## config.mk

```make
export PLATFORM = sky130hd
export DESIGN_NAME = branch_unit_bht
export DESIGN_NICKNAME = d
export VERILOG_FILES = /design/src/rtl/riscv_pkg.sv /design/src/rtl/branch_unit_bht_sat_counter.sv /design/src/rtl/branch_unit_bht.sv
export SDC_FILE = /design/constraint.sdc
export NUM_CORES = 1
export LEC_CHECK = 0
export CAP_MARGIN = 20
export CORE_MARGIN = 2
export CORE_UTILIZATION = 50
export DETAILED_ROUTE_END_ITERATION = 16
export PLACE_DENSITY = 0.82
export SYNTH_ARGS = -nofsm -noshare
export SYNTH_HDL_FRONTEND = slang
export SYNTH_SLANG_ARGS = --single-unit
```

## constraint.sdc

```tcl
create_clock -name iCLK -period 5.63 [get_ports iCLK]
set_input_delay 1.4075 -clock iCLK [delete_from_list [all_inputs] [get_ports iCLK]]
set_output_delay 1.4075 -clock iCLK [all_outputs]
set_load 0.005 [all_outputs]
```

## src/rtl/riscv_pkg.sv

```systemverilog
// Shared RISC-V control encodings and saturating-arithmetic helpers.
package riscv_pkg;

    // Branch funct3 encodings (010 and 011 are unused and treated as illegal).
    localparam logic [2:0] F3_BEQ  = 3'b000;
    localparam logic [2:0] F3_BNE  = 3'b001;
    localparam logic [2:0] F3_BLT  = 3'b100;
    localparam logic [2:0] F3_BGE  = 3'b101;
    localparam logic [2:0] F3_BLTU = 3'b110;
    localparam logic [2:0] F3_BGEU = 3'b111;

    // PC-source selection coming from the control FSM.
    typedef enum logic [1:0] {
        ORIGPC_NORMAL = 2'b00,
        ORIGPC_BRANCH = 2'b01,
        ORIGPC_JAL    = 2'b10,
        ORIGPC_JALR   = 2'b11
    } origPc_e;

    // Increment a w-bit value (carried in 64 bits), holding at all-ones.
    function automatic logic [63:0] sat_inc(input logic [63:0] value, input int unsigned w);
        logic [63:0] maxVal;
        maxVal = (w >= 64) ? '1 : ((64'd1 << w) - 64'd1);
        return (value >= maxVal) ? maxVal : value + 64'd1;
    endfunction

    // Decrement a value, holding at zero.
    function automatic logic [63:0] sat_dec(input logic [63:0] value);
        return (value == 64'd0) ? 64'd0 : value - 64'd1;
    endfunction

endpackage

```

## src/rtl/branch_unit_bht_sat_counter.sv

```systemverilog
// Generic W-bit up/down saturating counter with a configurable reset value.
import riscv_pkg::*;

module sat_counter #(
    parameter int unsigned W       = 2,
    parameter logic [W-1:0] RST_VAL = '0
) (
    input  logic         iCLK,
    input  logic         iRST_n,
    input  logic         iInc,
    input  logic         iDec,
    output logic [W-1:0] oCount
);

    logic [W-1:0] cntQ;
    logic [63:0]  cntWide;

    assign cntWide = 64'(cntQ);

    // Count register: step up or down by one, clamped at both ends; simultaneous inc/dec holds.
    always_ff @(posedge iCLK or negedge iRST_n) begin
        // NOTE: sequential state uses non-blocking (<=) so every flop samples pre-edge values.
        if (!iRST_n) begin
            cntQ <= RST_VAL;
        end else if (iInc && !iDec) begin
            cntQ <= W'(sat_inc(cntWide, W));
        end else if (iDec && !iInc) begin
            cntQ <= W'(sat_dec(cntWide));
        end
    end

    assign oCount = cntQ;

endmodule

```

## src/rtl/branch_unit_bht.sv

```systemverilog
// Control-transfer unit: branch/jump resolution, direct-mapped BHT prediction,
// misprediction detection and saturating performance counters.
import riscv_pkg::*;

module branch_unit_bht #(
    parameter int unsigned XLEN        = 32,
    parameter int unsigned BHT_ENTRIES = 16,
    parameter int unsigned CNT_W       = 2,
    parameter int unsigned PERF_W      = 32
) (
    input  logic              iCLK,
    input  logic              iRST_n,
    input  logic [XLEN-1:0]   iFetchPC,
    output logic              oPredTaken,
    input  logic              iResolveValid,
    input  logic [XLEN-1:0]   iResolvePC,
    input  logic              iPredTaken,
    input  logic [2:0]        iFunct3,
    input  logic [1:0]        iCOrigPC,
    input  logic              iZero,
    input  logic              iLT,
    input  logic              iLTU,
    output logic              oCTransf,
    output logic              oMispredict,
    output logic              oBrIllegal,
    output logic [PERF_W-1:0] oBranchCnt,
    output logic [PERF_W-1:0] oMispredCnt
);

    localparam int unsigned IDX_W = $clog2(BHT_ENTRIES);
    // Weakly-not-taken: MSB clear, all lower bits set (zero for a 1-bit counter).
    localparam logic [CNT_W-1:0] WEAK_NT = CNT_W'((64'd1 << (CNT_W - 1)) - 64'd1);

    // Branch condition from ALU compare flags; reserved funct3 values never take.
    function automatic logic evalCond(input logic [2:0] f3, input logic zero,
                                      input logic lt, input logic ltu);
        case (f3)
            F3_BEQ:  return zero;
            F3_BNE:  return !zero;
            F3_BLT:  return lt;
            F3_BGE:  return !lt;
            F3_BLTU: return ltu;
            F3_BGEU: return !ltu;
            default: return 1'b0;
        endcase
    endfunction

    logic [IDX_W-1:0] fetchIdx;
    logic [IDX_W-1:0] resolveIdx;
    logic             isBranch;
    logic             legalF3;
    logic             branchTaken;
    logic             doUpdate;
    logic             mismatch;
    logic             mispredictQ;
    logic             brIllegalQ;
    logic [CNT_W-1:0] bhtCnt [BHT_ENTRIES];
    logic             unusedPcBits;

    // Word-aligned index; low two PC bits and bits above the index are ignored (no tags).
    assign fetchIdx     = iFetchPC[IDX_W+1:2];
    assign resolveIdx   = iResolvePC[IDX_W+1:2];
    assign unusedPcBits = ^{iFetchPC[1:0], iResolvePC[1:0],
                            iFetchPC[XLEN-1:IDX_W+2], iResolvePC[XLEN-1:IDX_W+2]};

    assign isBranch    = (iCOrigPC == ORIGPC_BRANCH);
    assign legalF3     = (iFunct3 != 3'b010) && (iFunct3 != 3'b011);
    assign branchTaken = evalCond(iFunct3, iZero, iLT, iLTU);
    assign doUpdate    = iResolveValid && isBranch && legalF3;
    assign mismatch    = (branchTaken != iPredTaken);

    // PC-source decision, independent of the resolve strobe.
    always_comb begin
        // NOTE: default first so every path assigns oCTransf and no latch is inferred.
        oCTransf = 1'b0;
        case (iCOrigPC)
            ORIGPC_BRANCH:             oCTransf = branchTaken;
            ORIGPC_JAL, ORIGPC_JALR:   oCTransf = 1'b1;
            default:                   oCTransf = 1'b0;
        endcase
    end

    // BHT: one saturating counter per entry, trained only by legal resolved branches.
    // NOTE: the table is built from resettable flops because reset must force weakly-not-taken.
    for (genvar i = 0; i < BHT_ENTRIES; i++) begin : gBht
        logic hit;
        assign hit = doUpdate && (resolveIdx == IDX_W'(i));
        sat_counter #(.W(CNT_W), .RST_VAL(WEAK_NT)) uEntry (
            .iCLK   (iCLK),
            .iRST_n (iRST_n),
            .iInc   (hit && branchTaken),
            .iDec   (hit && !branchTaken),
            .oCount (bhtCnt[i])
        );
    end

    // Lookup sees the pre-edge table contents; a same-cycle update is not bypassed.
    assign oPredTaken = bhtCnt[fetchIdx][CNT_W-1];

    sat_counter #(.W(PERF_W), .RST_VAL('0)) uBranchCnt (
        .iCLK   (iCLK),
        .iRST_n (iRST_n),
        .iInc   (doUpdate),
        .iDec   (1'b0),
        .oCount (oBranchCnt)
    );

    sat_counter #(.W(PERF_W), .RST_VAL('0)) uMispredCnt (
        .iCLK   (iCLK),
        .iRST_n (iRST_n),
        .iInc   (doUpdate && mismatch),
        .iDec   (1'b0),
        .oCount (oMispredCnt)
    );

    // One-cycle status pulses for the resolve seen on the previous edge.
    always_ff @(posedge iCLK or negedge iRST_n) begin
        if (!iRST_n) begin
            mispredictQ <= 1'b0;
            brIllegalQ  <= 1'b0;
        end else begin
            mispredictQ <= doUpdate && mismatch;
            brIllegalQ  <= iResolveValid && isBranch && !legalF3;
        end
    end

    assign oMispredict = mispredictQ;
    assign oBrIllegal  = brIllegalQ;

endmodule

```

# Word-level counts from Yosys, hierarchy flattened
# Cells that the tools add are included.
word_totals:
  reg_bits: 98
  input_bits: 76
op_classes:
  n_addsub: 34
  magnitude_cmp: 19
  bitwise_logic: 1
  n_mux: 71
  n_reduce_logical: 157
  eq_ne: 26
op_table:
  columns: ["operator", "n"]
  rows:
  - ["logical NOT 64 bit", 16]
  - ["2-to-1 mux 2 bit", 66]
  - ["logical AND 1 bit", 85]
  - ["adder 32 x 1 -> 32 bit (second input constant)", 2]
  - ["greater-or-equal comparator 32 bit (second input constant)", 2]
  - ["2-to-1 mux 32 bit", 2]
  - ["logical NOT 1 bit", 37]
  - ["adder 2 x 1 -> 2 bit (second input constant)", 16]
  - ["== test 4 bit (second input constant)", 8]
  - ["greater-or-equal comparator 2 bit (second input constant)", 16]
  - ["nonzero test 2 bit", 16]
  - ["subtractor 2 x 1 -> 2 bit (second input constant)", 16]
  - ["== test 4 x 3 -> 1 bit (second input constant)", 4]
  - ["== test 3 bit (second input constant)", 4]
  - ["binary-select mux 2 bit (select 4 bit)", 1]
  - ["== test 4 x 2 -> 1 bit (second input constant)", 2]
  - ["!= test 3 x 2 -> 1 bit (second input constant)", 2]
  - ["case mux 1 bit (6 select lines)", 1]
  - ["greater-or-equal comparator 5 bit (second input constant)", 1]
  - ["NOT 4 -> 5 bit", 1]
  - ["== test 2 bit (second input constant)", 2]
  - ["== test 4 x 1 -> 1 bit (second input constant)", 1]
  - ["logical NOT 4 bit", 1]
  - ["== test 3 x 1 -> 1 bit (second input constant)", 1]
  - ["5 further kinds", 5]

# Logic depth before layout (Yosys ltp)
# Gate-level depths: netlist of the first run.
logic_depth:
  ltp_word: 9
  ltp_mapped: 8
  depth_no_buf: 6

# Hierarchy
# From an unflattened synthesis of the first run, not the netlist that was laid out.
unflattened:
  hier_cells: 1071
  hier_area_um2: 8369.3
modules_own_cells:
  columns: ["mod", "area_per_inst_um2", "cells_each", "n_inst"]
  rows:
  - ["sat_counter (uBranchCnt)", 2966.6, 405, 1]
  - ["sat_counter (uMispredCnt)", 2941.6, 396, 1]
  - ["sat_counter (gBht[0].uEntry ...)", 116.4, 12, 16]
  - ["branch_unit_bht", 599.3, 78, 1]

# Worst setup path after synthesis of the first run
# No wires, ideal clock.
synth_timing:
  kind: "input to output"
  start: "input iFetchPC[3]"
  end: "output oPredTaken"
  arrival_time_ns: 2.343
  stages: 2
  slack_ns: 1.879
  path_cell_list: "mux4_2 > mux4_2"
synth_between:
  elab_chain_len: 4
synth_rtl:
  columns: ["item", "line_no", "source"]
  rows:
  - ["start: declaration", "branch_unit_bht.sv:13", "input logic [XLEN-1:0] iFetchPC,"]
  - ["NOT 4 -> 5 bit (not written as such)", "branch_unit_bht.sv:98", "assign oPredTaken = bhtCnt[fetchIdx][CNT_W-1];"]
  - ["binary-select mux 2 bit (select 4 bit)", "branch_unit_bht.sv:98", null]
  - ["2-to-1 mux 2 bit (not written as such) (2 in series)", "branch_unit_bht.sv:98", null]
  - ["end: declaration", "branch_unit_bht.sv:14", "output logic oPredTaken,"]
# No other way between the ends. The select of a mux whose other input is x is not followed.

# Final worst setup path of the first run
layout_timing:
  start: "input iFunct3[0]"
  end: "output oCTransf"
layout_between:
  elab_chain_len: 3
layout_rtl:
  columns: ["item", "line_no", "source"]
  rows:
  - ["start: declaration", "branch_unit_bht.sv:18", "input logic [2:0] iFunct3,"]
  - ["== test 3 bit, or another cell as far along", "branch_unit_bht.sv:37", "case (f3)"]
  - ["case mux 1 bit (6 select lines) (*)", "branch_unit_bht.sv:37", null]
  - ["case mux 1 bit (2 select lines) (*)", "branch_unit_bht.sv:76", "case (iCOrigPC)"]
  - ["end: declaration", "branch_unit_bht.sv:23", "output logic oCTransf,"]
# Mark *: on every way between the ends. The rest lies on a longest branch, timed or not.

==> results of run 1 <==
sequential cells by signal (all words and copies together), names as in the netlist:
register and flops:
gBht.uEntry.oCount 32, oMispredict 1, uMispredCnt.oCount 32, oBrIllegal 1, uBranchCnt.oCount 32
logic make-up after synthesis:
family                     share of synthesized area
buffers and inverters                         0.0357
adders and majority gates                     0.0326
and+or+nand+nor                                0.221
DFF                                            0.461
AOI/OAI and AO/OA                              0.135
xor gates and xnor gates                      0.0501
muxes                                         0.0641
final cells by class:
cell class                 count  area, um2
fill                         855       3790
inverter                      32        120
multi-input combinational    421       2700
timing repair buffer          90        891
sequential                    98       2470
clock buffer                  11        141
tap                          136        170
clock inverter                 5       85.1
tightest hold or removal path, cell delays in order (launching register included):
cell     delay (ns)
dfstp_2        0.39
nand2_1        0.05
o21ai_1        0.05
worst min-delay path by stage:
stage	end	slack, ns	cells after the start
global placement	gBht[8].uEntry.oCount[0]	0.46	2
floorplan	gBht[0].uEntry.oCount[0]	0.46	2
global route	gBht[5].uEntry.oCount[0]	0.50	2
detailed placement	gBht[5].uEntry.oCount[0]	0.47	2
finish	gBht[5].uEntry.oCount[0]	0.48	2
CTS	gBht[5].uEntry.oCount[0]	0.49	2
metal layers:
metal	up-vias	share of wire	track usage
li1	2240	-	-
met1	2316	0.44	0.324
met2	116	0.50	0.403
met3	18	0.049	0.0442
met4	0	0.015	0.0870
met5	-	0	0
where the power goes:
part	total (mW)	internal [mW]	switching [mW]
logic	0.242	0.126	0.116
clock network	0.518	0.265	0.253
registers	0.817	0.757	0.0596
cell usage in the layout, fill, tap and decap left out, types with 5 or more instances in the layout:
cell type        Yosys  layout
xnor2_1             19      19
nand2b_1             5       5
and3_1               5       5
clkdlybuf4s50_1      0      86
mux4_2               5       5
nand2_1             81      81
o21ai_1             11      11
nor2b_1              5       5
mux2_2               5       5
nand4_1             19      19
clkbuf_8             0      10
dfstp_2             16      16
mux2i_1             13      13
nand3_1             34      34
nor2_1              27      27
maj3_1              15      15
a41oi_1              6       6
and4_1               9       9
xor2_1               9       9
inv_1               30      30
dfrtp_1             82      82
a31oi_1             17      17
o21ai_0             22      22
nor4_1              14      14
a21oi_1             39      39
nor3_1              15      15
per-stage QoR:
| step | setup slack (ns) | utilization |
|---|---|---|
| after detailed placement | 0.557 | 0.613 |
| after global placement | 0.631 | 0.613 |
| after CTS | 0.540 | 0.635 |
| after global routing | 0.418 | 0.635 |
| final | 0.530 | 0.635 |
| after floorplan | 1.88 | - |
==> flow_summary.json, run 1 <==
{
  "fin_nets": 730,
  "cts-root-buf": "clkbuf_8",
  "yosysWarnings": 0,
  "grt_pass1_wl_um": 22600,
  "synth_area_um2": 5370,
  "fmaxAchievable_ghz": 0.196,
  "hold_buffers": 0,
  "fin_total_pwr_mw": 1.58,
  "cts_tree": "yes",
  "worstSkewPairLatency_ns": 0.38,
  "cp.arrival_ns": 3.69,
  "worst_pin_slew_ns": 0.847,
  "place_inst": 777,
  "fin_crit_sh": 0.906,
  "max_stage_delay_ns": 0.64,
  "drive_gt1_frac": 0.0868,
  "place_area_um2": 6350,
  "finalSetupViolCount": 0,
  "min_path_type": "flop to flop",
  "timing_hold_violations_final": 0,
  "critPathBufInv": 2,
  "status": "complete, no violations",
  "worst_setup_path_end_kind": "output pin",
  "start_util": 0.517,
  "grtUsageTotal": 0.244,
  "die-height_um": 108,
  "synth_area_per_cell_um2": 9.43,
  "synth_most_common_cell": "dfrtp_1",
  "synthArstFlopShare": 1.00,
  "clk_pin_slew_ns": 0.09,
  "synth_edf_count": 0,
  "skew_ns": 0.0113,
  "crit_top_cell": "clkdlybuf4s50_1",
  "p_leak_nw": 2.63,
  "synthFlopType": "dfrtp_1",
  "first_global_vias": 4705,
  "crit_start": "iFunct3[0]",
  "relSlewSlack": 0.434,
  "drv_cap": 0,
  "critical_path_class": "input pin to output pin",
  "ys_top_cells_by_area": "dfrtp_1, dfstp_2, nand2_1",
  "num_rows": 37,
  "cts.sinks": 98,
  "place.gp.congestion": 0.852,
  "ios": 144,
  "clk_path_buf_depth": 2,
  "drt_first_pass_iters": 5,
  "period_minus_slack_ns": 5.10,
  "cp.depth": 6,
  "yosysUniqueCellTypes": 58,
  "post_cts_buffers": 0,
  "final_area_um2": 6580,
  "synth_cells": 569,
  "drtIter0Drc": 291,
  "portBuffers": 87,
  "rsz0062_at_grt": "false",
  "avgRoutedWirePerCell_um": 17.2,
  "grt-ovfl-total": 0,
  "r2r-start": "uBranchCnt.oCount[6]",
  "antenna_cells": 0,
  "synth_fp_nets": 647,
  "reg2reg_depth": 5,
  "areaGrowthSynthToFinish_pct": 22.7,
  "antenna_found_initial": 0,
  "reg2reg_slack_ns": 2.86,
  "drc_errors": 0,
  "vias_per_cell": 5.91,
  "die_area_um2": 11600,
  "ys_ff_latch": 98,
  "crit_fanout": 4,
  "cp_top_family": "buffers and inverters",
  "crit_end": "oCTransf",
  "htreeDepth": 3,
  "cpMaxStageDelayCell": "clkdlybuf4s50_1",
  "core_area_um2": 10400,
  "setup-tns-final_ns": 0,
  "cts_resized": 0,
  "reg2reg_to": "uBranchCnt.oCount[1]",
  "yosysTopAreaCellShare": 0.382,
  "holdCritStartpoint": "gBht[5].uEntry.oCount[0]",
  "ir_drop_mv": 0.156,
  "grt_max_degree": 60,
  "numCtsBuffers": 9,
  "crit_required_ns": 4.22,
  "synthTopCellsByCount": "dfrtp_1, nand2_1, a21oi_1",
  "synth_top_area_cell": "dfrtp_1",
  "final_cells": 793,
  "slew_violations": 0,
  "hpwl_um": 9630,
  "whs_ns": 0.485,
  "crit_path_cell_trace": "clkdlybuf4s50_1 > xor2_1 > nor2_1 > o32ai_1 > a21o_1 > clkdlybuf4s50_1",
  "ys_seq_area_frac": 0.461,
  "cp-start-kind": "input pin",
  "die_x_um": 108,
  "drt_wl_total_um": 13600,
  "ant_nets": 0,
  "vias": 4690,
  "powerDensity_nw_per_um2": 240
}
Power figures use the tool's default switching activity.
==> inputs of run 2 (changes only) <==
Settings changed: PLACE_DENSITY 0.82 to 0.76, SETUP_SLACK_MARGIN from default to 0.02, SYNTH_HIERARCHICAL from default to 1.
==> flow_summary.json, run 2 <==
{
  "reg2reg_slack_ns": 2.01,
  "grt-ovfl-total": 0,
  "synth_top_area_cell": "dfrtp_1",
  "skew_ns": 0.00943,
  "htreeDepth": 3,
  "antenna_found_initial": 0,
  "cp-start-kind": "input pin",
  "drt_wl_total_um": 24600,
  "antenna_cells": 0,
  "synthArstFlopShare": 1.00,
  "crit_fanout": 4,
  "first_global_vias": 7897,
  "critical_path_class": "input pin to output pin",
  "synthFlopType": "dfrtp_1",
  "multi_input_area_um2": 5440,
  "regArea_um2": 2470,
  "drive_gt1_frac": 0.0721,
  "grt_pass1_wl_um": 39900,
  "reg2reg_depth": 9,
  "swShare": 0.384,
  "worst_pin_slew_ns": 0.907,
  "fill_cells": 1470,
  "yosysWarnings": 6,
  "cts_resized": 0,
  "power.switching_mw": 1.04,
  "setup-tns-final_ns": 0,
  "ys_ff_latch": 98,
  "internal_power_mw": 1.67,
  "min_path_type": "flop to flop",
  "numCtsBuffers": 9,
  "ios": 144,
  "rsz0062_at_grt": "false",
  "holdCritStartpoint": "gBht[12].uEntry/oCount[0]",
  "hold_depth": 2,
  "period_minus_slack_ns": 4.85,
  "powerDensity_nw_per_um2": 282,
  "vias_per_cell": 6.48,
  "layout_commonest_cell": "nor2_1",
  "relSlewSlack": 0.392,
  "slew_violations": 0,
  "pwr-share-seq": 0.427,
  "hpwl_um": 16900,
  "grtUsageTotal": 0.274,
  "synth_area_per_cell_um2": 7.81,
  "cts.sinks": 98,
  "die_area_um2": 17800,
  "clk_pin_slew_ns": 0.07,
  "drv_cap": 0,
  "core_area_um2": 16500,
  "drc_errors": 0,
  "yosysTopAreaCellShare": 0.245,
  "die_x_um": 133,
  "finalSetupViolCount": 0,
  "hold_buffers": 0,
  "drtIter0Drc": 1147,
  "p_clk_frac": 0.225,
  "final_cells": 1344,
  "r2r-start": "uBranchCnt/oCount[0]",
  "crit_required_ns": 4.22,
  "start_util": 0.508,
  "holdPathEnd": "gBht[12].uEntry/oCount[1]",
  "cts_tree": "yes",
  "place.gp.congestion": 0.957,
  "ir_drop_mv": 0.139,
  "yosysUniqueCellTypes": 88,
  "clk_path_buf_depth": 2,
  "num_rows": 47,
  "synth_most_common_cell": "nor2_1",
  "ant_nets": 0,
  "ys_seq_area_frac": 0.295,
  "synthTopCellsByCount": "nor2_1, o21ai_0, dfrtp_1",
  "portBuffers": 87,
  "cp.arrival_ns": 3.45,
  "cts-root-buf": "clkbuf_16",
  "drt_first_pass_iters": 6,
  "status": "complete, no violations",
  "ys_top_cells_by_area": "dfrtp_1, nor2_1, o21ai_0",
  "reg2reg_to": "uBranchCnt/oCount[3]",
  "p_leak_nw": 3.62,
  "timing_hold_violations_final": 0,
  "fin_nets": 1217,
  "grt_max_degree": 55,
  "final_cell_mix": "nor2_1, o21ai_0, clkdlybuf4s50_1",
  "fin_crit_sh": 0.862,
  "worstSkewPairLatency_ns": 0.35,
  "vias": 8706,
  "dp_slack_ns": 0.765,
  "combPwrFrac": 0.348,
  "avgRoutedWirePerCell_um": 18.3,
  "die-height_um": 133,
  "post_cts_buffers": 0,
  "worst_setup_path_end_kind": "output pin",
  "timing.final.ws_setup_ns": 0.777,
  "synth_edf_count": 0,
  "synth_cells": 1071,
  "areaGrowthSynthToFinish_pct": 15.1,
  "synth_area_um2": 8370,
  "place_inst": 1327,
  "fmaxAchievable_ghz": 0.206
}
[run 2: worst max path at each step]
stage	to	slack, ns	cells past startpoint	start
2_1_floorplan	oPredTaken	1.96	4	iFetchPC[2]
3_3_place_gp	oPredTaken	0.77	5	iFetchPC[2]
3_5_place_dp	oPredTaken	0.77	5	iFetchPC[2]
4_1_cts	oPredTaken	0.77	5	iFetchPC[2]
5_1_grt	oPredTaken	0.66	5	iFetchPC[2]
6_report	oPredTaken	0.78	5	iFetchPC[2]
[run 2: per-stage QoR]
stage,hold slack (ns),total power [mW],util,cell area (um2)
after CTS,0.529,2.71,0.584,9620
after global placement,0.514,2.07,0.566,9320
after detailed placement,0.519,2.09,0.567,9340
after floorplan,0.497,1.69,-,8370
final,0.527,2.72,0.585,9630
after global routing,0.545,2.88,0.585,9630
[run 2: kinds of logic after synthesis]
group / synth area share
AOI/OAI and AO/OA: 0.232
xor gates and xnor gates: 0.0366
adders and majority gates: 0.0329
buffers and inverters: 0.0555
DFF: 0.295
muxes: 0.0471
other: 0.000448
and+or+nand+nor: 0.300
[run 2: final cells by class]
cell class,count,area share
Tap cell,220,0.0286
Timing Repair Buffer,102,0.102
Clock inverter,2,0.00130
Sequential cell,98,0.257
Clock buffer,14,0.0285
Inverter,46,0.0179
Multi-Input combinational cell,862,0.565
[run 2: power by group through the flow]
stage | logic, mW | clock network [mW] | registers, mW
after floorplan | 0.672 | 0 | 1.01
after global placement | 0.909 | 0 | 1.16
after detailed placement | 0.924 | 0 | 1.16
after CTS | 0.933 | 0.629 | 1.15
after global routing | 1.03 | 0.655 | 1.19
final | 0.946 | 0.611 | 1.16
[run 2: worst max-delay path, cell delays in order]
cell	delay, ns
clkdlybuf4s50_1	0.63
mux4_1	0.65
a211oi_1	0.25
a21oi_1	0.06
clkdlybuf4s50_1	0.44
[run 2: routing by layer]
| layer | global-route usage | up-vias | wire length, um |
|---|---|---|---|
| li1 | - | 4070 | - |
| met1 | 0.383 | 4111 | 10800 |
| met2 | 0.428 | 482 | 11200 |
| met3 | 0.0457 | 43 | 2240 |
| met4 | 0.102 | 0 | 473 |
| met5 | 0 | - | 0 |
